$ cat src/rtl/pc_fetch_ctrl.sv
// pc_fetch_ctrl: program-counter and instruction-fetch request controller.
// Walks the PC sequentially on accepted fetches. It redirects to a jump,
// branch or trap target and inserts one bubble cycle after every redirect.
// Optional feature macro: PC_TRAP_EN. It adds the trap input, which has the
// highest redirect priority and targets TRAP_VEC, and the epc output, which
// captures the PC of the trapping cycle.
module pc_fetch_ctrl #(
  parameter logic [31:0] RESET_PC = 32'h0000_0000,
  parameter logic [31:0] TRAP_VEC = 32'h0000_0080
) (
  input  logic        clk,
  input  logic        rst_n,
  input  logic        stall,
  input  logic        branch_taken,
  input  logic [31:0] branch_target,
  input  logic        jump,
  input  logic [31:0] jump_target,
  input  logic        if_ready,
`ifdef PC_TRAP_EN
  input  logic        trap,
  output logic [31:0] epc,
`endif
  output logic [31:0] PC,
  output logic [31:0] PCPlus4,
  output logic        if_valid,
  output logic        misalign
);

  typedef enum logic [1:0] {
    BOOT  = 2'd0,
    FETCH = 2'd1,
    REDIR = 2'd2
  } state_t;

  state_t      state, state_nxt;
  logic        trap_act;
  logic        redir_req;
  logic [31:0] redir_tgt;
  logic [31:0] pc_nxt;
  logic        fire;

`ifdef PC_TRAP_EN
  assign trap_act = trap;
`else
  // With no trap source, the trap path is tied off. It folds away, so the
  // priority mux stays the same in both builds.
  assign trap_act = 1'b0;
`endif

  assign PCPlus4  = PC + 32'd4;
  assign if_valid = (state == FETCH) && !stall;
  assign fire     = if_valid && if_ready;

  // Redirect selection: trap > jump > branch. Redirects are ignored in BOOT.
  always_comb begin
    // NOTE: every always_comb output gets a default first so no path can infer a latch.
    redir_req = 1'b0;
    redir_tgt = PC;
    if (state != BOOT) begin
      if (trap_act) begin
        redir_req = 1'b1;
        redir_tgt = TRAP_VEC;
      end else if (jump) begin
        redir_req = 1'b1;
        redir_tgt = jump_target;
      end else if (branch_taken) begin
        redir_req = 1'b1;
        redir_tgt = branch_target;
      end
    end
  end

  // Next state and next PC. A redirect wins over a fire. A stall or a refused
  // request leaves the PC where it is.
  always_comb begin
    state_nxt = state;
    pc_nxt    = PC;
    unique case (state)
      BOOT:    state_nxt = FETCH;
      FETCH:   state_nxt = redir_req ? REDIR : FETCH;
      REDIR:   state_nxt = redir_req ? REDIR : FETCH;
      default: state_nxt = BOOT;
    endcase
    if (redir_req) begin
      pc_nxt = {redir_tgt[31:2], 2'b00};
    end else if (fire) begin
      pc_nxt = PCPlus4;
    end
  end

  // State, PC and misalign flag registers.
  always_ff @(posedge clk or negedge rst_n) begin
    // NOTE: sequential state uses non-blocking assignments so all registers update together at the edge.
    if (!rst_n) begin
      state    <= BOOT;
      PC       <= RESET_PC;
      misalign <= 1'b0;
    end else begin
      state    <= state_nxt;
      PC       <= pc_nxt;
      misalign <= redir_req && (redir_tgt[1:0] != 2'b00);
    end
  end

`ifdef PC_TRAP_EN
  // Exception PC: captures the PC of the cycle in which a trap is accepted.
  always_ff @(posedge clk or negedge rst_n) begin
    if (!rst_n) begin
      epc <= 32'h0000_0000;
    end else if (trap_act && (state != BOOT)) begin
      epc <= PC;
    end
  end
`endif

endmodule

$ cat config.mk
export PLATFORM = sky130hd
export DESIGN_NAME = pc_fetch_ctrl
export DESIGN_NICKNAME = d
export VERILOG_FILES = /design/src/rtl/pc_fetch_ctrl.sv
export SDC_FILE = /design/constraint.sdc
export NUM_CORES = 1
export LEC_CHECK = 0
export CORE_ASPECT_RATIO = 1.25
export CORE_MARGIN = 4
export CORE_UTILIZATION = 24
export DETAILED_ROUTE_END_ITERATION = 10
export HOLD_SLACK_MARGIN = 0.02
export PLACE_DENSITY = 0.52
export SLEW_MARGIN = 20
export SYNTH_ARGS = -nofsm -noshare
export SYNTH_HDL_FRONTEND = slang
export SYNTH_SLANG_ARGS = --single-unit
$ cat constraint.sdc
create_clock -name clk -period 6.1 [get_ports clk]
set_input_delay 1.22 -clock clk [delete_from_list [all_inputs] [get_ports clk]]
set_output_delay 1.22 -clock clk [all_outputs]
set_load 0.02 [all_outputs]
# ---- Yosys cells after proc, flatten, opt, wreduce, memory -nomap -nowiden
# Index checks and enable logic that the tools add are counted.
dict set report word_totals {
  ff_bits 35
  input_bits 70
}
dict set report classes {
  addsub 1
  eq_ne 4
  muxes 10
  n_reduce_logical 10
}
# cell n
set ops {}
lappend ops {{2-to-1 mux 32 bit} 5}
lappend ops {{adder 32 x 3 -> 32 bit (second input constant)} 1}
lappend ops {{nonzero test 2 bit} 3}
lappend ops {{case mux 2 bit (2 select lines)} 1}
lappend ops {{logical AND 1 bit} 3}
lappend ops {{2-to-1 mux 1 bit} 3}
lappend ops {{inequality test 3 bit (second input constant)} 1}
lappend ops {{AND reduction 3 bit} 1}
lappend ops {{== test 2 x 1 -> 1 bit (second input constant)} 1}
lappend ops {{== test 2 bit (second input constant)} 1}
lappend ops {{zero test 2 bit} 1}
lappend ops {{2-to-1 mux 2 bit} 1}
lappend ops {{inequality test 2 x 1 -> 1 bit (second input constant)} 1}
lappend ops {{OR reduction 2 bit} 1}
lappend ops {{zero test 1 bit} 1}

# ---- Depth between registers and ports, before layout
# Gate-level depths: netlist of run 1.
dict set report logic_depth {
  word_depth 5
  mapped_depth 8
}

# ---- Least setup slack after synthesis of run 1
# No wires, ideal clock.
dict set report synth_timing {
  kind {reg2out}
  from {reg PC[2]}
  to {out PCPlus4[28]}
  arrival_ns 2.088
  slack_ns 2.792
  path_stages_with_launch 6
  path_buffers 0
  path_cell_list {dfrtp_1 ha_1 nand3_1 or4_1 or2_1 xnor2_1}
}
dict set report synth_between {
  elab_chain_len 1
}
# item line_no
set synth_lines {}
lappend synth_lines {{start, declared} 23} ;# output logic [31:0] PC,
lappend synth_lines {{start signal, assigned} 100} ;# PC <= pc_nxt;
lappend synth_lines {{adder 32 x 3 -> 32 bit} 50} ;# assign PCPlus4 = PC + 32'd4;
lappend synth_lines {{end, declared} 24} ;# output logic [31:0] PCPlus4,
# No other way between the ends.

# ---- Final worst setup path of run 1
# Same ends and word-level chain as after synthesis.

==> flow_summary.yaml, run 1 <==
yosys:
  yosysSeqAreaShare: 0.283
  syn_area_um2: 2920
  syn_avg_cell_area_um2: 8.15
  yosys_warnings: 0
  synth_edf_count: 0
  synthDistinctLibCells: 47
  synth_area_leaders: "dfrtp_1 28%, xnor2_1 5.4%, xor2_1 4.2%"
  synth_flop_cell: "dfrtp_1"
  ys_seq_elements: 33
  syn_inst: 358
  yosysTopAreaCell: "dfrtp_1"
  yosysTopAreaCellShare: 0.283
  async_flop_share: 1.00
timing:
  hold_violations: 0
  drv_slew: 0
  fin_crit_ns: 4.15
  fin_skew_ns: 0.00499
  setup_violations: 0
  fmax_mhz: 241
  rsz0062_at_grt: "false"
  relSlewSlack: 0.345
  fin_tns_setup_ns: 0
  worst_slew_pin_slew_ns: 0.978
  final.period_utilization: 0.680
cells_and_area:
  drive_above_1_share: 0.0214
  fill_cells: 1256
  final_common_cell: "clkdlybuf4s50_1"
  fin_util: 0.374
  antenna_cells_inserted: 0
  nets: 540
  final_cell_mix: "130 x clkdlybuf4s50_1, 33 x dfrtp_1, 22 x o21ai_0"
  multiInputGateArea_um2: 1900
  register_area_um2: 826
  syn2layout_area_growth_pct: 51.1
power:
  leakagePower_nw: 1.54
  powerDensity_nw_per_um2: 490
  power.ir.vdd_worst_mv: 0.314
setup_path:
  critPathMaxStageDelay_ns: 0.62
  slowest_stage: "clkdlybuf4s50_1"
  worstPathArrival_ns: 2.93
  crit_type: "reg -> out"
  path_cells: "ha_1 > nand3_1 > or4_1 > or2_1 > xnor2_1 > clkdlybuf4s50_1"
  cp.required_ns: 4.88
  endpoint_kind: "output pin"
  cp_max_fo: 7
  worstSetupStartpointType: "flip-flop"
floorplanning:
  rows: 44
  die_area_um2: 14000
  boundaryPins: 136
  start_util: 0.248
  die_h_um: 131
  die-width_um: 107
  core_um2: 11800
drt:
  drc_errors: 0
  drtIter0Drc: 191
  drt-total-wl_mm: 11.7
  via_count: 3296
  dr.pass1.iters: 4
  final_antenna_net_count: 0
  wl_per_cell_um: 18.6
  via_per_inst: 5.25
clocking:
  post_cts_buffers: 0
  clock_sinks: 33
  cts.reportedPaths.clkPinSlew_ns: 0.05
  cts_tree: "built"
  cts-htree-levels: 2
  cts-root-buf: "clkbuf_16"
  cts_hold_buf: 0
  cts_resized: 0
  cts_buffer_depth: 2
  clock_latency_ns: 0.28
  cts_made_buffers: 5
worst_hold_path:
  min_path_type: "reg -> reg"
placement:
  port_buffers: 131
  gp_congestion: 0.890
  dp_hpwl_mm: 8.86
job:
  drv_cap: 0
global_routing:
  grt_max_degree: 37
  track_usage: 0.164
  grt_pass1_vias: 3340
  antenna_found_initial: 0
  overflow: 0
  grt_first_pass_wirelength_mm: 18.6
outcome:
  status: "completed"
[cell families (layout without fill, tap and decap cells)]
logic type	after synthesis	in the layout	synth area share
AND/OR/NAND/NOR	144	144	0.288
adder cells (fa/ha/maj)	4	4	0.0171
AO/OA/AOI/OAI	101	101	0.241
other	1	4	0.00128
flip-flops	33	33	0.283
buffers and inverters	43	149	0.0737
XOR/XNOR	32	32	0.0960
[final cells by class]
type / count / share of cell area
Tap cell: 161 / 0.0457
Timing Repair Buffer: 132 / 0.298
Sequential cell: 33 / 0.187
Inverter: 9 / 0.00766
Multi-Input combinational cell: 285 / 0.431
Clock buffer: 8 / 0.0309
[synthesized netlist by cell type (12+ instances only)]
master    instances
o22ai_1          13
nor2_1           18
xnor2_1          18
xor2_1           14
o21ai_0          22
nor3b_1          14
nor2b_1          14
nand4_1          16
nand2_1          16
clkbuf_1         12
nand3_1          20
dfrtp_1          33
[power by group]
| part | total, mW | leakage, nW | internal, mW | switching [mW] |
|---|---|---|---|---|
| clock network | 0.245 | 0.0652 | 0.152 | 0.0932 |
| registers | 0.515 | 0.354 | 0.316 | 0.199 |
| logic | 1.40 | 1.12 | 0.624 | 0.780 |
| total | 2.16 | 1.54 | 1.09 | 1.07 |
[metal layers]
metal,part of all wire,wire [µm],track usage,vias to the layer above
met5,0,0,0,-
met4,0.019,219,0.0405,0
met3,0.053,614,0.0289,13
met2,0.52,6090,0.291,126
met1,0.41,4740,0.205,1599
li1,-,-,-,1558
[per-stage QoR]
| step | instance area, µm² | std cells | hold WS, ns | worst slack [ns] | power, mW |
|---|---|---|---|---|---|
| final | 4410 | 628 | 0.601 | 1.95 | 2.16 |
| after global routing | 4410 | 628 | 0.636 | 1.73 | 2.31 |
| after CTS | 4410 | 628 | 0.603 | 1.94 | 2.18 |
| after detailed placement | 4270 | 620 | 0.598 | 1.94 | 1.92 |
| after global placement | 4270 | 620 | 0.583 | 2.00 | 1.91 |
| after floorplan | 2930 | 361 | 0.565 | 2.79 | 1.32 |
[critical path, delay by kind of cell (launching register included)]
family / cells / cell delay (ns)
flip-flops: 1 / 0.46
buffers and inverters: 1 / 0.62
adder cells (fa/ha/maj): 1 / 0.26
XOR/XNOR: 1 / 0.14
AND/OR/NAND/NOR: 3 / 1.16
[path summary, 6_finish.rpt]
| kind | from | endpoint | slack, ns | cells past startpoint |
|---|---|---|---|---|
| worst max-delay path | PC[2] | PCPlus4[28] | 1.95 | 6 |
| worst min-delay path | state[1] | state[1] | 0.60 | 2 |
| worst max register to register | PC[2] | PC[18] | 3.75 | 5 |
| worst min register to register | state[1] | state[1] | 0.60 | 2 |
| max in group asynchronous | rst_n | state[0] | 4.39 | 2 |
| min in group asynchronous | rst_n | PC[22] | 1.37 | 2 |
[registers in the layout, summed over array words and instances (netlist names)]
name	cells
PC	30
misalign	1
state	2
Power figures use the tool's default switching activity.
==> run 2, diff against run 1 <==
- clock period: 6.1 -> 4.2 ns (I/O delays scaled with it)
==> flow_summary.yaml, run 2 (same netlist as run 1, synthesis figures left out) <==
drt:
  drtIter0Drc: 135
  drt-total-wl_mm: 12.0
  wl_per_cell_um: 18.9
  drc_errors: 0
  final_antenna_net_count: 0
  via_per_inst: 5.19
  via_count: 3283
  dr.pass1.iters: 4
timing:
  setup_violations: 0
  fin_tns_setup_ns: 0
  hold_violations: 0
  drv_slew: 0
  rsz0062_at_grt: "false"
  final.period_utilization: 0.878
  relSlewSlack: 0.503
  worst_slew_pin_slew_ns: 0.744
  fin_crit_ns: 3.69
  fin_skew_ns: 0.00423
  fmax_mhz: 271
global_routing:
  track_usage: 0.163
  grt_max_degree: 25
  overflow: 0
  grt_first_pass_wirelength_mm: 18.0
  grt_pass1_vias: 3285
  antenna_found_initial: 0
placement:
  port_buffers: 131
  dp_hpwl_mm: 9.33
  gp_congestion: 0.912
cells_and_area:
  reg.largest.list: "PC (30), state (2), misalign (1)"
  final_cell_mix: "130 x clkdlybuf4s50_1, 33 x dfrtp_1, 22 x o21ai_0"
  antenna_cells_inserted: 0
  final_common_cell: "clkdlybuf4s50_1"
  syn2layout_area_growth_pct: 52.2
  drive_above_1_share: 0.0318
  top_register: "PC"
  largest_register_ffs: 30
  nets: 545
setup_path:
  path_cells: "and4_1 > nand4_1 > or3_1 > xnor2_1 > clkdlybuf4s50_1"
  crit_type: "reg -> out"
  cp_max_fo: 10
  worst-r2r-cell-count: 6
  critPathMaxStageDelay_ns: 0.62
  worstPathArrival_ns: 2.85
  endpoint_kind: "output pin"
  worstSetupStartpointType: "flip-flop"
  slowest_stage: "clkdlybuf4s50_1"
  cp.required_ns: 3.36
worst_hold_path:
  min_path_type: "in -> async"
clocking:
  cts_made_buffers: 5
  cts-htree-levels: 2
  cts_buffer_depth: 2
  cts.reportedPaths.clkPinSlew_ns: 0.05
  cts_hold_buf: 0
  cts-root-buf: "clkbuf_16"
  post_cts_buffers: 0
  clock_latency_ns: 0.28
  cts_tree: "built"
  cts_resized: 0
  clock_sinks: 33
job:
  drv_cap: 0
outcome:
  status: "completed"
floorplanning:
  rows: 44
  die_h_um: 131
  die-width_um: 107
  start_util: 0.248
  die_area_um2: 14000
  boundaryPins: 136
  core_um2: 11800
power:
  power.ir.vdd_worst_mv: 0.366
  leakagePower_nw: 1.56
  p_total_mw: 3.18
  powerDensity_nw_per_um2: 716
==> run 2: changes by cell type in the layout (fill, tap and decap cells not counted) <==
cell,previous run,this run
o21bai_2,0,1
o21bai_4,1,0
buf_4,1,6
==> run 2: worst paths after layout <==
check	from	to	slack [ns]
worst max-delay path	PC[10]	PCPlus4[25]	0.51
worst min-delay path	rst_n	PC[9]	0.56
worst max register to register	state[0]	PC[10]	1.86
worst min register to register	state[1]	state[1]	0.60
max in group asynchronous	rst_n	PC[29]	3.08
min in group clk	state[1]	state[1]	0.60
==> run 2: layout make-up <==
| class | instances | area [µm²] |
|---|---|---|
| clock buffer | 8 | 136 |
| fill | 1269 | 7340 |
| inverter | 9 | 33.8 |
| multi-input combinational | 285 | 1890 |
| sequential | 33 | 826 |
| tap | 161 | 201 |
| timing repair buffer | 137 | 1350 |
==> run 2: metal layers <==
metal / GRT usage / wire, µm / vias to the layer above / part of all wire
met1: 0.187 / 4750 / 1577 / 0.40
met5: 0 / 0 / - / 0
met2: 0.295 / 6270 / 111 / 0.52
li1: - / - / 1573 / -
met3: 0.0368 / 654 / 22 / 0.055
met4: 0.0540 / 301 / 0 / 0.025
==> run 2: through the flow <==
stage	utilization	worst slack, ns	hold WS (ns)	instance area [µm²]	std cells
final	0.377	0.513	0.556	4440	633
after global routing	0.377	0.334	0.593	4440	633
after CTS	0.377	0.519	0.579	4440	633
after detailed placement	0.365	0.820	0.581	4310	625
after global placement	0.366	0.847	0.549	4310	625
after floorplan	-	1.27	0.544	2930	361
==> run 2: report_power, final <==
part / leakage (nW) / total (mW) / internal [mW] / switching (mW)
Clock: 0.0652 / 0.357 / 0.221 / 0.136
Combinational: 1.14 / 2.08 / 0.917 / 1.16
Sequential: 0.354 / 0.744 / 0.458 / 0.286
==> run 2: critical path: cells and delay by family, from the launching register on <==
family / cells / cell delay [ns]
xor+xnor: 1 / 0.15
buf+inv: 1 / 0.62
flops: 1 / 0.50
simple gates: 3 / 1.29
==> RTL edit, RTL diff (flow settings as in run 2) <==
Add an input register stage for `branch_target` and `jump_target`; this delays them by one clock. The other inputs are not delayed to match.
--- a/src/rtl/pc_fetch_ctrl.sv
+++ b/src/rtl/pc_fetch_ctrl.sv
@@ -34,2 +34,10 @@
 
+  logic [31:0] branch_target_q;
+  logic [31:0] jump_target_q;
+
+  always_ff @(posedge clk) begin
+    branch_target_q <= branch_target;
+    jump_target_q   <= jump_target;
+  end
+
   state_t      state, state_nxt;
@@ -64,6 +72,6 @@
         redir_req = 1'b1;
-        redir_tgt = jump_target;
+        redir_tgt = jump_target_q;
       end else if (branch_taken) begin
         redir_req = 1'b1;
-        redir_tgt = branch_target;
+        redir_tgt = branch_target_q;
       end
Formal check against the unedited RTL: not equivalent (Yosys sat finds a counterexample within 4 cycles, from zero or initial values and one cycle with rst_n low).
==> RTL edit against run 2 <==
Design area rose by 36%; total power rose by 37%; worst setup slack got worse by 200 ps; fmax fell by 5.1%; via count rose by 15%; wire length rose by 20%; area after synthesis rose by 47%; sequential cell count rose by 64; critical path depth rose by 1; largest cell class is now registers.
==> RTL edit: results (changes against run 2) <==
[pwr]
clk-power_uw = 823  ; +130%
power.leakage_nw = 2.24  ; +44%
seqPwrFrac = 0.314  ; +0.080
p_int_mw = 2.47  ; +55%

[drt]
firstDrtPassIters = 4  ; unchanged
drt_iter0_drc = 197  ; +46%
vias = 3776  ; +15%

[critical_path]
critPathMaxFanout = 8  ; -2
rr_worst_depth = 7  ; +1
r2r_slack_ps = 1770  ; -90 ps
timing.rr.end = PC[16]
worst_ep_arrival_time_ps = 3050  ; +200 ps

[synth]
synth-compound-area-share = 0.171  ; -0.0698
yosysMostFrequentCell = dfxtp_1
synth.area.top_cells = dfxtp_1 (30%), dfrtp_1 (19%), xnor2_1 (3.7%)
synthFlopType = dfxtp_1
ys_seq_elements = 97  ; +190%
avgSynthCellArea_sq_um = 9.93  ; +22%
synth_common_cells = dfxtp_1 (64), dfrtp_1 (33), nand3_1 (20), o21ai_0 (20)
synth-xor-area-share = 0.0611  ; -0.0349
synthAdderAreaFrac = 0.0116  ; -0.00551
ys_seq_area_frac = 0.490  ; +0.207
synth.distinct_cells = 61  ; +30%
ys_async_sr_fraction = 0.340  ; -0.660

[global_route]
grt_util_all_layers = 0.143  ; -0.0200
grt_pass1_vias = 3903  ; +19%
grt_max_degree = 34  ; +36%
grt_pass1_wl_mm = 22.1  ; +23%
grtUsageMet3 = 0.0310  ; -0.00575

[status]
status = finished, final reports clean

[sta]
slew_headroom = 0.417  ; -0.0853
period_share = 0.925  ; +0.0475
finClkSkew_ps = 4.63  ; +0.401 ps
hold_ws_ps = 481  ; -75.9 ps

[final_layout]
clock_area_frac = 0.0494  ; +0.0187
stdcell_count = 781  ; +23%
clkbuf_count = 11  ; +3
seq_area_sq_um = 2110  ; +160%
multi_input_area_share = 0.321  ; -0.105
drive_above_1_share = 0.0628  ; +0.0311
multi_input_cells = 292  ; +2.5%
syn_to_final_growth_pct = 40.3
reg.largest.list = branch_target_q x32, jump_target_q x32, PC x30
inv_count = 14  ; +5
multi_input_area_sq_um = 1940  ; +2.3%
buf_share = 0.225  ; -0.0790
nNonClkBuffers = 138  ; +0.73%
fill_cells = 1790  ; +41%

[placement]
dp.cells = 765  ; +22%
dp_slack_ps = 670  ; -150 ps
hpwlAfterDp_mm = 10.8  ; +16%

[cts]
numCtsBuffers = 9  ; +4
insertion_delay_ps = 350  ; +70 ps
clk_pin_slew_ps = 70  ; +20 ps

[min_path]
hp-class = reg -> reg

-- RTL edit: cell types whose count changed after synthesis, moves of 4 or more --
| cell | change |
|---|---|
| a211oi_1 | +4 |
| a21oi_1 | +5 |
| buf_2 | -8 |
| clkbuf_8 | +6 |
| dfxtp_1 | +64 |
| inv_1 | +5 |
| nand4_1 | -5 |
| nor4_1 | +5 |
| or3_1 | -4 |
-- RTL edit: cells by family after synthesis --
kind of cell | Yosys count
XOR/XNOR | 30
adder cells (fa/ha/maj) | 4
other | 1
flip-flops | 97
AO/OA/AOI/OAI | 105
buffers and inverters | 47
AND/OR/NAND/NOR | 149
-- RTL edit: layer usage --
metal	part of all wire	vias up
met4	0.024	0
met1	0.43	1813
met2	0.49	116
met5	0	-
met3	0.050	17
li1	-	1830
-- RTL edit: worst min-delay path, stage by stage, from the launching register on --
cell	delay (ps)
dfxtp_1	300
nor2_1	70
a211oi_1	70
